==> src/rtl/jt7759_romcache.sv <==
// Two-line, 32-bit read cache between the JT7759 byte ROM port and a shared
// memory arbiter, with optional next-line prefetch and flush support.
module jt7759_romcache #(
    parameter bit PREFETCH = 1'b1
) (
    input  logic        clk,
    input  logic        rst,
    input  logic        rom_cs,
    input  logic [16:0] rom_addr,
    output logic [7:0]  rom_data,
    output logic        rom_ok,
    input  logic        flush,
    output logic        mem_cs,
    output logic [14:0] mem_addr,
    input  logic [31:0] mem_data,
    input  logic        mem_ok
);
    typedef enum logic [1:0] {
        IDLE  = 2'd0,
        DFILL = 2'd1,
        PFILL = 2'd2
    } state_t;

    state_t      state_reg, state_next;
    logic [31:0] line_data_reg [2];
    logic [14:0] line_tag_reg  [2];
    logic [1:0]  valid_reg, valid_next;
    logic        mru_reg;
    logic        fill_line_reg, fill_line_next;
    logic [14:0] fill_tag_reg, fill_tag_next;
    logic        discard_reg, discard_next;
    logic        mem_cs_reg, mem_cs_next;
    logic [14:0] mem_addr_reg, mem_addr_next;
    logic        rom_ok_reg;
    logic [7:0]  rom_data_reg;

    logic [14:0] req_tag, pf_tag;
    logic [1:0]  match, pf_match;
    logic        hit, hit_line, pf_want, line_wr;
    logic [31:0] hit_word;

    assign req_tag = rom_addr[16:2];
    assign pf_tag  = line_tag_reg[mru_reg] + 15'd1;

    generate
        for (genvar gi = 0; gi < 2; gi++) begin : g_line
            assign match[gi]    = valid_reg[gi] && (line_tag_reg[gi] == req_tag);
            assign pf_match[gi] = valid_reg[gi] && (line_tag_reg[gi] == pf_tag);
        end
    endgenerate

    assign hit      = rom_cs && (|match);
    assign hit_line = !match[0];
    assign hit_word = line_data_reg[hit_line];
    // Prefetch only off a live line, and never while the client is stepping onto
    // the line the prefetch would overwrite (mru has not caught up yet).
    assign pf_want  = PREFETCH && valid_reg[mru_reg] && !(|pf_match)
                      && !(hit && (hit_line != mru_reg));

    always_comb begin
        state_next     = state_reg;
        valid_next     = flush ? 2'b00 : valid_reg;
        fill_line_next = fill_line_reg;
        fill_tag_next  = fill_tag_reg;
        discard_next   = discard_reg || flush;
        mem_cs_next    = mem_cs_reg;
        mem_addr_next  = mem_addr_reg;
        line_wr        = 1'b0;
        case (state_reg)
            IDLE: begin
                discard_next = 1'b0;
                if (!flush) begin
                    if (rom_cs && !hit) begin
                        state_next     = DFILL;
                        mem_cs_next    = 1'b1;
                        mem_addr_next  = req_tag;
                        fill_tag_next  = req_tag;
                        fill_line_next = !mru_reg;
                    end else if (pf_want) begin
                        state_next     = PFILL;
                        mem_cs_next    = 1'b1;
                        mem_addr_next  = pf_tag;
                        fill_tag_next  = pf_tag;
                        fill_line_next = !mru_reg;
                    end
                end
            end
            DFILL, PFILL: begin
                // A demand for the tag already being prefetched simply waits here.
                if (mem_ok) begin
                    line_wr      = 1'b1;
                    mem_cs_next  = 1'b0;
                    state_next   = IDLE;
                    discard_next = 1'b0;
                    if (!flush && !discard_reg) begin
                        valid_next[fill_line_reg] = 1'b1;
                    end
                end
            end
            default: state_next = IDLE;
        endcase
    end

    always_ff @(posedge clk or posedge rst) begin
        if (rst) begin
            state_reg     <= IDLE;
            valid_reg     <= 2'b00;
            mru_reg       <= 1'b0;
            fill_line_reg <= 1'b0;
            fill_tag_reg  <= 15'd0;
            discard_reg   <= 1'b0;
            mem_cs_reg    <= 1'b0;
            mem_addr_reg  <= 15'd0;
            rom_ok_reg    <= 1'b0;
            rom_data_reg  <= 8'd0;
        end else begin
            state_reg     <= state_next;
            valid_reg     <= valid_next;
            fill_line_reg <= fill_line_next;
            fill_tag_reg  <= fill_tag_next;
            discard_reg   <= discard_next;
            mem_cs_reg    <= mem_cs_next;
            mem_addr_reg  <= mem_addr_next;
            rom_ok_reg    <= hit && !flush;
            if (hit) begin
                rom_data_reg <= hit_word[{rom_addr[1:0], 3'b000} +: 8];
                mru_reg      <= hit_line;
            end
        end
    end

    // Line payload needs no reset: the valid bits gate every use of it.
    always_ff @(posedge clk) begin
        if (line_wr) begin
            line_data_reg[fill_line_reg] <= mem_data;
            line_tag_reg[fill_line_reg]  <= fill_tag_reg;
        end
    end

    assign rom_ok   = rom_ok_reg;
    assign rom_data = rom_data_reg;
    assign mem_cs   = mem_cs_reg;
    assign mem_addr = mem_addr_reg;

endmodule

==> config.mk <==
export PLATFORM = sky130hd
export DESIGN_NAME = jt7759_romcache
export DESIGN_NICKNAME = d
export VERILOG_FILES = /design/src/rtl/jt7759_romcache.sv
export SDC_FILE = /design/constraint.sdc
export NUM_CORES = 1
export LEC_CHECK = 0
export CAP_MARGIN = 30
export CORE_MARGIN = 10
export CORE_UTILIZATION = 50
export DETAILED_ROUTE_END_ITERATION = 7
export PLACE_DENSITY = 0.73
export SLEW_MARGIN = 5
export SYNTH_ARGS = -nofsm -noshare
export SYNTH_HDL_FRONTEND = slang
export SYNTH_SLANG_ARGS = --single-unit
==> constraint.sdc <==
create_clock -name clk -period 10.6 [get_ports clk]
set_input_delay 2.12 -clock clk [delete_from_list [all_inputs] [get_ports clk]]
set_output_delay 2.12 -clock clk [all_outputs]
set_load 0.02 [all_outputs]
==> flow_metrics.tcl <==
set metrics [dict create \
    rows 42 \
    io_pins 79 \
    synth_top_cells_by_area "edfxtp_1 42%, dfrtp_1 12%, xnor2_1 7.6%, mux4_2 5.4%, nand2_1 2.9%" \
    drt_iter0_markers 410 \
    grt.overflow.total 0 \
    clk_latency_ns 0.41 \
    max_freq_mhz 193 \
    critPathMaxStageDelay_ns 0.83 \
    layout_min_cycle_time_ns 5.17 \
    drt-wirelength-per-cell_um 21.9 \
    place_congestion 0.880 \
    area_growth_pct 22.3 \
    dp_hpwl_mm 12.3 \
    p_leak_nw 2.81 \
    drt_pre_antenna_iters 6 \
    min-delay-start "rom_data[7]$_DFFE_PP0P_" \
    cts.sinks 126 \
    cap_violations 0 \
    synth_top_cell_by_area "edfxtp_1" \
    ys_ff_latch 126 \
    cts-root-buf "clkbuf_16" \
    worstSetupEndpointType "flop" \
    antenna_found_initial 0 \
    setup_tns_ns 0 \
    syn-instance-count 552 \
    crit_start "rom_addr[10]" \
    post-cts-setup-buffers 0 \
    r2r-start "mru_reg$_DFFE_PP0P_" \
    crit_chain "clkdlybuf4s50_1, xnor2_1, nand4_1, nor4_2, buf_4, nand3b_1, a31oi_1, a41oi_2, and2_4, o211ai_1" \
    worstMarginPinSlew_ns 1.01 \
    rsz0062_at_grt "no" \
    skew_ns 0.00502 \
    ys_warn_count 0 \
    reg2reg_depth 11 \
    path_max_fanout 21 \
    htreeDepth 4 \
    cp_slowest_cell "a41oi_2" \
    criticalPathCategory "in2reg" \
    r2r_end "mem_addr[4]$_DFFE_PP0P_" \
    antenna_cells 0 \
    chipHeight_um 136 \
    die_w_um 136 \
    drv_slew 0 \
    cts_tree "built" \
    status "complete, no violations" \
    fillCellCount 1002 \
    yosys_most_used_dff "edfxtp_1" \
    peakVddDrop_uv 152 \
    syn_area_per_cell_sq_um 12.2 \
    required_ns 10.88 \
    synthArstFlopShare_pct 25.4 \
    vias 4893 \
    layout.nets 676 \
    largest_reg_flops 64 \
    finalSetupViolations 0 \
    holdWs_ns 0.483 \
    crit_family "simple AND/OR/NAND/NOR gates" \
    drive_gt1_share_pct 13.1 \
    finalHoldViolCount 0 \
    grt_pass1_wl_mm 27.8 \
    synth_top_cell_area_share_pct 42.1 \
    worstPathArrival_ns 5.45 \
    postRouteAntennaNets 0 \
    cts_resized 0 \
    io_buffers 78 \
    initial_core_util_pct 50.9 \
    core_area_sq_mm 0.0132 \
    grt_max_degree 54 \
    syn_area_sq_mm 0.00671 \
    powerDensity_mw_per_mm2 227 \
    first_global_vias 5040 \
    rrSetupSlack_ns 6.09 \
    timing.final.crit_share_pct 48.8 \
    drc_errors 0 \
    yosysSeqAreaShare_pct 54.0 \
    clkSlewWorstSetupHoldPaths_ns 0.06 \
    synth_cell_types 60 \
    synth.most_common_cell "edfxtp_1" \
    relSlewSlack_pct 32.8 \
    hold_buffers 0 \
    start_kind "primary input" \
    wirelength_mm 17.7 \
    synth_nets 609 \
    cts_buffers 17 \
    endpoint "mem_addr[4]$_DFFE_PP0P_" \
    hold_class "reg2reg" \
    critPathBufInv 2 \
    synth_common_cells "94 x edfxtp_1, 58 x xnor2_1, 51 x nand2_1" \
    dieArea_sq_mm 0.0185 \
    cts_buffer_depth 2 \
    grt_usage_pct 19.5 \
    viasPerCell 6.06 \
    synth_edf_count 94 \
    cp.depth 10 \
]
-- cell usage in the layout (no fill, tap or decap), types with 2 or more instances in the layout --
cell type	Yosys	routed
a2111o_1	2	2
a211oi_1	5	5
a21oi_1	29	29
a22oi_1	2	2
a31oi_1	3	3
and2_1	2	2
and3_1	19	18
buf_4	0	9
bufinv_16	0	2
clkbuf_1	26	2
clkbuf_16	0	17
clkdlybuf4s50_1	0	78
clkinv_4	0	5
clkinvlp_4	0	3
dfrtp_1	32	32
edfxtp_1	94	94
ha_1	3	3
inv_1	7	7
mux2_2	5	5
mux2i_1	17	17
mux4_2	16	16
nand2_1	51	51
nand2b_1	2	2
nand3_1	26	26
nand3b_1	6	6
nand4_1	14	14
nand4b_1	4	4
nor2_1	21	20
nor2b_1	3	3
nor3_1	14	14
nor4_1	3	2
o2111ai_1	2	2
o211ai_1	9	9
o211ai_2	9	9
o21ai_0	14	14
o22ai_1	2	2
xnor2_1	58	58
xor2_1	14	14
-- routing by layer --
| metal | global-route usage (%) | routed length, um | part of all wire (%) | vias up |
|---|---|---|---|---|
| li1 | - | - | - | 2218 |
| met1 | 24.3 | 7250 | 41 | 2397 |
| met2 | 31.9 | 8690 | 49 | 237 |
| met3 | 5.28 | 1320 | 7.5 | 41 |
| met4 | 7.10 | 410 | 2.3 | 0 |
| met5 | 0 | 0 | 0 | - |
-- cells by family (layout without fill, tap and decap cells) --
logic type | Yosys count | after routing | synth area share, %
multiplexers | 38 | 38 | 8.74
adder cells (fa/ha/maj) | 3 | 3 | 0.559
buffers and inverters | 48 | 128 | 3.49
AO/OA/AOI/OAI | 92 | 92 | 10.2
AND/OR/NAND/NOR | 173 | 173 | 13.6
flip-flops | 126 | 126 | 54.0
XOR/XNOR | 72 | 72 | 9.40
-- per-stage QoR --
stage / total power [mW] / cell area (sq um) / setup slack (ns) / cells / utilization [%]
after floorplan: 1.10 / 6710 / 5.99 / 552 / -
after global placement: 1.27 / 7580 / 5.26 / 773 / 57.5
after detailed placement: 1.30 / 7620 / 5.08 / 776 / 57.8
after CTS: 1.87 / 8210 / 5.48 / 808 / 62.2
after global routing: 1.95 / 8210 / 5.25 / 808 / 62.2
final: 1.86 / 8210 / 5.43 / 808 / 62.2
-- where the power goes --
group / switching (mW) / leakage [nW] / total, mW / internal, mW
logic: 0.285 / 1.29 / 0.512 / 0.227
registers: 0.113 / 1.24 / 0.789 / 0.676
clock network: 0.210 / 0.274 / 0.563 / 0.353
total: 0.608 / 2.81 / 1.86 / 1.26
-- worst register-to-register path, cell delays in order, from the launching register on --
cell       delay, ns
dfrtp_1         0.32
buf_4           0.49
mux2_2          0.29
ha_1            0.27
inv_1           0.17
a211oi_4        0.59
nand4_1         0.42
mux2_2          0.40
o2111ai_1       0.18
a2111o_1        0.62
and2_4          0.47
o211ai_1        0.16
-- final cells by class --
type                    count  area, sq um  share of cell area [%]
multi-input cells         378         2870                    35.0
clock inverters            12          139                    1.69
repair buffers             89          883                    10.8
well taps                 176          220                    2.68
inverters                   7         26.3                   0.320
clock buffers              20          447                    5.44
flip-flops and latches    126         3620                    44.1
-- worst min-delay path by stage --
stage | end | cells after the start
finish | rom_data[7]$_DFFE_PP0P_ | 2
floorplan | valid_reg[1]$_DFF_PP0_ | 2
global route | rom_data[7]$_DFFE_PP0P_ | 2
CTS | rom_data[7]$_DFFE_PP0P_ | 2
global placement | rom_data[7]$_DFFE_PP0P_ | 2
detailed placement | rom_data[7]$_DFFE_PP0P_ | 2
Power figures use the tool's default switching activity.
